File: src/rtl/mem_port_arbiter.sv
// mem_port_arbiter: NCH-channel valid/ready arbiter onto one shared memory port with in-order response routing.
// Build option MEM_ARB_FIXED_PRIO_EN selects fixed priority (lowest index wins); default is round-robin.
module mem_port_arbiter #(
   parameter int NCH    = 2,
   parameter int AW     = 32,
   parameter int DW     = 32,
   parameter int MAXOUT = 2
) (
   input  logic                          clk,
   input  logic                          rst_n,
   input  logic [NCH-1:0]                ch_req_valid,
   output logic [NCH-1:0]                ch_req_ready,
   input  logic [NCH*AW-1:0]             ch_req_addr,
   input  logic [NCH*DW-1:0]             ch_req_data,
   input  logic [NCH-1:0]                ch_req_fcn,
   input  logic [NCH*3-1:0]              ch_req_typ,
   output logic [NCH-1:0]                ch_resp_valid,
   output logic [DW-1:0]                 ch_resp_data,
   output logic                          mem_req_valid,
   input  logic                          mem_req_ready,
   output logic [AW-1:0]                 mem_req_addr,
   output logic [DW-1:0]                 mem_req_data,
   output logic                          mem_req_fcn,
   output logic [2:0]                    mem_req_typ,
   input  logic                          mem_resp_valid,
   input  logic [DW-1:0]                 mem_resp_data,
   output logic [$clog2(MAXOUT+1)-1:0]   outstanding,
   output logic                          err_unexp_resp
);

   localparam int IW = (NCH > 1) ? $clog2(NCH) : 1;
   localparam int PW = (MAXOUT > 1) ? $clog2(MAXOUT) : 1;
   localparam int CW = $clog2(MAXOUT + 1);

   logic [IW-1:0] winner, grant, lock_id, head;
   logic          lock;
   logic [IW-1:0] id_mem [MAXOUT];
   logic [PW-1:0] wr_ptr, rd_ptr;
   logic [CW-1:0] count;
   logic          fifo_full, fifo_empty, accept, pop, err_q;

   function automatic logic [PW-1:0] ptr_inc(input logic [PW-1:0] p);
      return (p == PW'(MAXOUT - 1)) ? '0 : p + PW'(1);
   endfunction

`ifdef MEM_ARB_FIXED_PRIO_EN
   always_comb begin
      winner = '0;
      for (int j = NCH - 1; j >= 0; j--)
         if (ch_req_valid[j]) winner = IW'(j);
   end
`else
   logic [IW-1:0] rr_ptr;

   // Scanning offsets high-to-low lets the smallest offset from rr_ptr overwrite the others.
   always_comb begin
      int idx;
      idx    = 0;
      winner = rr_ptr;
      for (int j = NCH - 1; j >= 0; j--) begin
         idx = int'(rr_ptr) + j;
         if (idx >= NCH) idx = idx - NCH;
         if (ch_req_valid[idx]) winner = IW'(idx);
      end
   end

   always_ff @(posedge clk) begin
      if (!rst_n)
         rr_ptr <= '0;
      else if (accept)
         rr_ptr <= (grant == IW'(NCH - 1)) ? '0 : grant + IW'(1);
   end
`endif

   assign grant         = lock ? lock_id : winner;
   assign fifo_full     = (count == CW'(MAXOUT));
   assign fifo_empty    = (count == '0);
   assign mem_req_valid = rst_n && (|ch_req_valid) && !fifo_full;
   assign accept        = mem_req_valid && mem_req_ready;
   assign head          = id_mem[rd_ptr];
   assign pop           = rst_n && mem_resp_valid && !fifo_empty;
   assign ch_resp_data  = mem_resp_data;
   assign outstanding   = count;
   assign err_unexp_resp = err_q;

   // NOTE: every output of a combinational block gets a default first; a missed path infers a latch.
   always_comb begin
      mem_req_addr  = '0;
      mem_req_data  = '0;
      mem_req_fcn   = 1'b0;
      mem_req_typ   = '0;
      ch_req_ready  = '0;
      ch_resp_valid = '0;
      for (int i = 0; i < NCH; i++) begin
         if (grant == IW'(i)) begin
            mem_req_addr    = ch_req_addr[i*AW +: AW];
            mem_req_data    = ch_req_data[i*DW +: DW];
            mem_req_fcn     = ch_req_fcn[i];
            mem_req_typ     = ch_req_typ[i*3 +: 3];
            ch_req_ready[i] = accept;
         end
         ch_resp_valid[i] = pop && (head == IW'(i));
      end
   end

   // NOTE: sequential state uses non-blocking assignments so every register samples pre-edge values.
   always_ff @(posedge clk) begin
      if (!rst_n) begin
         lock    <= 1'b0;
         lock_id <= '0;
         wr_ptr  <= '0;
         rd_ptr  <= '0;
         count   <= '0;
         err_q   <= 1'b0;
      end else begin
         if (mem_req_valid && !mem_req_ready) begin
            lock    <= 1'b1;
            lock_id <= grant;
         end else if (accept) begin
            lock <= 1'b0;
         end
         if (accept) wr_ptr <= ptr_inc(wr_ptr);
         if (pop)    rd_ptr <= ptr_inc(rd_ptr);
         case ({accept, pop})
            2'b10:   count <= count + CW'(1);
            2'b01:   count <= count - CW'(1);
            default: count <= count;
         endcase
         if (mem_resp_valid && fifo_empty) err_q <= 1'b1;
      end
   end

   // NOTE: ID storage is not reset; occupancy is tracked by count and pointers, which are.
   always_ff @(posedge clk) begin
      if (accept) id_mem[wr_ptr] <= grant;
   end

endmodule

File: config.mk
export PLATFORM = sky130hd
export DESIGN_NAME = mem_port_arbiter
export DESIGN_NICKNAME = d
export VERILOG_FILES = /design/src/rtl/mem_port_arbiter.sv
export SDC_FILE = /design/constraint.sdc
export NUM_CORES = 1
export LEC_CHECK = 0
export ABC_AREA = 1
export CORE_AREA = 2 2 110 112
export CTS_CLUSTER_SIZE = 16
export DETAILED_ROUTE_END_ITERATION = 16
export DIE_AREA = 0 0 112 114
export DONT_BUFFER_PORTS = 1
export GPL_TIMING_DRIVEN = 0
export SLEW_MARGIN = 25
export SYNTH_ARGS = -nofsm -noshare
export SYNTH_HDL_FRONTEND = slang
export SYNTH_SLANG_ARGS = --single-unit
File: constraint.sdc
create_clock -name clk -period 1.74 [get_ports clk]
set_input_delay 0.348 -clock clk [delete_from_list [all_inputs] [get_ports clk]]
set_output_delay 0.348 -clock clk [all_outputs]
set_load 0.02 [all_outputs]
# Word-level counts from Yosys, hierarchy flattened
# Memory sizes are Yosys's and may differ from the RTL's. A register that Yosys moved wholly into a read port is not among the register bits.
# Cells that the tools add are included.
[word_totals]
register_bits = 8
ramBits = 2
in_bits = 174
out_inout_bits = 108
wordCells = 67
memories = 1
[op_classes]
n_addsub = 8
magnitude_cmp = 4
eq_ne = 3
mux = 27
bitwise_logic = 1
n_reduce_logical = 16
[memory_table]
columns = ["memory", "words", "word_bits", "read_ports", "rd_clocked_by_memory_dff", "wr", "line_no", "rtl"]
rows = [
  ["id_mem", 2, 1, 1, 1, 1, "37", "logic [IW-1:0] id_mem [MAXOUT];"],
]
[ops]
columns = ["op", "n"]
rows = [
  ["$mux 32", 4],
  ["$lt 32x3->1 const B", 2],
  ["$mux 1", 21],
  ["$logic_and 1x1->1", 9],
  ["$eq 2x2->1 const B", 2],
  ["$pmux 2 s2", 1],
  ["$reduce_bool 2->1", 2],
  ["$add 1x1->1 const B", 3],
  ["$logic_not 1->1", 3],
  ["$mux 3", 1],
  ["$sub 1x2->3 const B", 1],
  ["$sub 2x2->3 const B", 1],
  ["$add 1x1->2 const B", 1],
  ["$add 2x1->2 const B", 1],
  ["$eq 2x1->1 const B", 1],
  ["$ge 1x2->1 const B", 1],
  ["$ge 2x2->1 const B", 1],
  ["$logic_not 2->1", 1],
  ["$reduce_or 2->1", 1],
  ["$sub 2x1->2 const B", 1],
  ["$not 1->1", 1],
]

# Depth between registers and ports, before layout
[logic_depth]
depth_word = 11
mapped_depth = 9
mapped_depth_nobuf = 9

# Least setup slack after synthesis
# Ideal clock, no wire load.
[synth_path]
kind = "register to register"
startpoint = "register count[0], in the netlist outstanding[0]"
endpoint = "register count[1], in the netlist outstanding[1]"
setup_ns = 0.113
t_arrival_ns = 1.521
required_time_ns = 1.627
path_slack_ns = 0.106
stages_incl_launch_ff = 9
n_path_buf = 0
period_less_slack_ns = 1.634
cell_sequence = "dfxtp_1 -> inv_1 -> nand2_1 -> nand3_2 -> ha_1 -> nor3b_1 -> nand2_1 -> nand2_1 -> nor2_1"
[synth_via]
elab_chain_len = 6
elab_cells_between_ends = 13
classes_between = "2 x add/sub; 3 x eq/ne; 1 x mux; 7 x reduce/logical"
[synth_lines]
columns = ["element", "line_no", "rtl"]
rows = [
  ["from (decl)", "39", "logic [CW-1:0] count;"],
  ["from (signal assigned)", "125", "2'b10: count <= count + CW'(1);"],
  ["from (signal assigned)", "126", "2'b01: count <= count - CW'(1);"],
  ["from (signal assigned)", "127", "default: count <= count;"],
  ["$eq 2x2->1", "76", "assign fifo_full = (count == CW'(MAXOUT));"],
  ["$logic_not 1->1", "78", "assign mem_req_valid = rst_n && (|ch_req_valid) && !fifo_full;"],
  ["$logic_and 1x1->1", "78", ""],
  ["$logic_and 1x1->1", "79", "assign accept = mem_req_valid && mem_req_ready;"],
  ["$eq 2x1->1 or $eq 2x2->1 (tied branches)", "124", "case ({accept, pop})"],
  ["$pmux 2 s2 or $reduce_bool 2->1 (tied branches)", "--", ""],
]
# Several ways; a longest one is shown, not always the timed one.
# A chain may end at the register's enable or synchronous reset.

# Worst setup path in the final report
[layout_path]
startpoint = "register rr_ptr"
endpoint = "output port mem_req_data[18]"
[layout_via]
elab_chain_len = 10
elab_cells_between_ends = 17
classes_between = "3 x add/sub; 2 x order compare; 12 x mux"
[layout_lines]
columns = ["element", "line_no", "rtl"]
rows = [
  ["from (decl)", "53", "logic [IW-1:0] rr_ptr;"],
  ["from (signal assigned)", "71", "rr_ptr <= (grant == IW'(NCH - 1)) ? '0 : grant + IW'(1);"],
  ["$add 1x1->2", "61", "idx = int'(rr_ptr) + j;"],
  ["$sub 2x2->3 or $ge 2x2->1 (tied branches)", "62", "if (idx >= NCH) idx = idx - NCH;"],
  ["$mux 32", "62", ""],
  ["$mux 1 (implied by the code) (3 in a row)", "63", "if (ch_req_valid[idx]) winner = IW'(idx);"],
  ["$mux 1", "63", ""],
  ["$mux 1 (*)", "63", ""],
  ["$mux 1 (*)", "75", "assign grant = lock ? lock_id : winner;"],
  ["$mux 32 (*)", "95", "if (grant == IW'(i)) begin"],
  ["to (decl)", "22", "output logic [DW-1:0] mem_req_data,"],
]
# Every way passes the cells marked *; elsewhere a longest branch is shown, timed or not. The select of a mux whose other input is x is not followed.

==> metrics.cfg <==
[status]
outcome = finished with violations
violations = negative setup slack

[power_and_ir_drop]
p_int_mw = 0.943
p_sw_share_pct = 47.8
power_frac_clock_pct = 23.6
p_leak_nw = 1.25
total_power_mw = 1.81
switching_power_mw = 0.865
pwr-share-comb_pct = 59.7
pwr-share-seq_pct = 16.7
cellPowerDensity_nw_per_um2 = 723
irDropWorstVdd_v = 0.000242

[worst_hold_path]
holdPathEnd = outstanding[1]
hold_path_depth = 2
hold_start = rst_n
min_path_type = in2reg

[logic_synthesis]
netlist_instances = 324
syn-cell-area_um2 = 1670
syn_avg_cell_area_um2 = 5.14
synth_edf_count = 2
ys_dominant_reg_cell = dfxtp_1
ys_seq_area_share_pct = 14.4
yosys_warnings = 0
async_reset_ff_share_pct = 0
ys_seq_elements = 11
synth_commonest_cells = 222 x nand2_1, 33 x buf_4, 17 x nor2_1, 11 x inv_1, 9 x dfxtp_1
synth_top_area_cell = nand2_1
synth_top_cell_area_share_pct = 50.0
yosysMostFrequentCell = nand2_1
synth_cell_types = 19
synth_nets = 499
yosys-top-cells-area = nand2_1 50%, buf_4 15%, dfxtp_1 11%, buf_6 5.4%, nor2_1 3.8%

[detailed_routing]
routed_wl_um = 7510
dr.pass1.iters = 4
ant_nets = 0
drc = 0
num_vias = 2032
wl_per_cell_um = 15.6
avgViaCountPerCell = 4.21
drt_iter0_drc = 69

[floorplan]
fp-row-count = 40
core_um2 = 11700
die_w_um = 112
die-area_um2 = 12800
start_util_pct = 14.2
die_y_um = 114
ioPinCount = 282

[timing]
worst_pin_slew_ns = 0.394
fin_ws_ns = -0.0954
fmax_mhz = 545
post-route-min-period_ns = 1.84
max_slew_margin_pct = 73.5
slew_viol_final = 0
fin_crit_sh_pct = 105
hold-worst-slack_ns = 0.220
hold_viol = 0
setup_violations = 69
fin_worst_skew_ns = 0.000772
setup_tns_ns = -4.26
rsz0062_at_grt = true

[placement]
dp.final_hpwl_um = 5810
placed_area_um2 = 1850
gp_congestion = 0.807
io_buffers = 0
dp_worst_setup_slack_ns = -0.180
dp_cells = 471

[global_routing]
antenna_found_initial = 0
grt_overflow = 0
grt_usage_pct = 9.45
grt_pass1_vias = 1644
grt_max_degree = 12
grt_first_pass_wirelength_um = 8850

[worst_setup_path]
rrSetupSlack_ns = 0.11
slowest_delay_ns = 0.35
regToRegStartpoint = outstanding[0]
critical_path.reg2reg.endpoint = outstanding[1]
slowest_stage = dfxtp_4
critical_path.cell_chain = nor2_4 -> nor2_4 -> a21boi_4 -> buf_12 -> buf_12 -> clkbuf_16 -> nand2_2 -> nand2_4
crit_type = reg2out
cp_data_arrival_time_ns = 1.49
cp-end-kind = primary output
ff2ff_path_depth = 8
start_kind = flop
critPathRequiredTime_ns = 1.39
path_max_fanout = 7

[cells_and_area]
multi_input_area_um2 = 1380
fillerInstances = 1308
syn2layout_area_growth_pct = 50.2
post-route-util_pct = 21.4
stdcell_area_um2 = 2500
regArea_um2 = 250
stdcell_count = 483
diodes = 0
nNetsFinal = 512
drive_above_1_share_pct = 47.3

[clock_tree]
clock_path_buffers = 2
root_buffer = clkbuf_16
cts_tree = yes
htree_levels = 1
cts.sinks = 11
clk_latency_ns = 0.24
cts_buffers = 3
clk_pin_slew_worst_paths_ns = 0.04

[run]
maxCapViolations = 0

## metal layers
layer / track usage (%) / share of wire [%] / up-vias / wire, um
li1: - / - / 960 / -
met1: 11.0 / 37 / 885 / 2800
met2: 18.0 / 52 / 175 / 3940
met3: 0.159 / 7.3 / 12 / 548
met4: 4.55 / 2.9 / 0 / 221
met5: 0 / 0 / - / 0
## flip-flops by register name, indices dropped and copies added (netlist names), named ones only
| signal | flops |
|---|---|
| rd_ptr | 1 |
| lock_id | 1 |
| lock | 1 |
| id_mem | 2 |
| rr_ptr | 1 |
| outstanding | 2 |
| wr_ptr | 1 |
| err_unexp_resp | 1 |
## cell usage in the layout (no fill, tap or decap)
master | netlist | routed
nor3b_2 | 0 | 1
dfxtp_2 | 0 | 2
nand3_4 | 0 | 1
ha_1 | 1 | 1
nand3_1 | 1 | 1
nor2_2 | 1 | 1
nand2_1 | 222 | 136
a21oi_1 | 5 | 5
nand2_2 | 1 | 69
dfxtp_1 | 9 | 5
clkbuf_1 | 0 | 1
buf_4 | 33 | 37
a21boi_4 | 1 | 1
buf_8 | 0 | 7
clkbuf_16 | 0 | 5
buf_12 | 0 | 5
buf_6 | 8 | 2
clkbuf_4 | 0 | 1
edfxtp_1 | 2 | 2
dfxtp_4 | 0 | 2
o21ai_0 | 3 | 3
inv_1 | 11 | 11
nand4_1 | 1 | 1
nand2_4 | 0 | 18
nor2_1 | 17 | 11
nor2_4 | 1 | 7
## worst max path at each step
stage,end,slack [ns],cells after the start,startpoint
6_report,mem_req_data[18],-0.1,8,rr_ptr
3_5_place_dp,mem_req_data[11],-0.18,6,ch_req_valid[1]
5_1_grt,mem_req_data[24],-0.17,8,rr_ptr
4_1_cts,mem_req_data[14],-0.14,7,rr_ptr
3_3_place_gp,mem_req_data[8],-0.18,6,ch_req_valid[1]
2_1_floorplan,outstanding[1],0.11,8,outstanding[0]
## critical path: cells and delay by family, from the launching register on
family,cells,cell delay [ns]
buf+inv,3,0.43
flops,1,0.35
simple gates,4,0.32
compound gates,1,0.14
## timing repair
action,in CTS,in global routing
resized for setup,101,43
endpoints found under the setup margin,73,72
hold buffers,0,0
buffers inserted,5,1
cloned,0,2
pin swaps,43,20
## cell type report
| type | count | area share, % |
|---|---|---|
| buffer | 46 | 17.1 |
| clock buffer | 4 | 3.15 |
| inverter | 11 | 1.65 |
| multi-input combinational | 256 | 55.3 |
| sequential | 11 | 10.0 |
| tap | 147 | 7.35 |
| timing repair buffer | 8 | 5.45 |
## power groups by stage
stage	Clock (mW)	Sequential [mW]	Combinational [mW]
finish	0.426	0.302	1.08
global route	0.440	0.305	1.15
CTS	0.430	0.302	0.996
detailed placement	0	0.304	0.828
global placement	0	0.304	0.825
floorplan	0	0.300	0.703
## logic make-up after synthesis
kind of cell / Yosys count / synth area share [%]
and+or+nand+nor: 246 / 57.0
buffers and inverters: 57 / 24.3
DFF: 11 / 14.4
AOI/OAI and AO/OA: 9 / 3.53
adders and majority gates: 1 / 0.751
No activity file was read; power rests on OpenSTA's default activity.
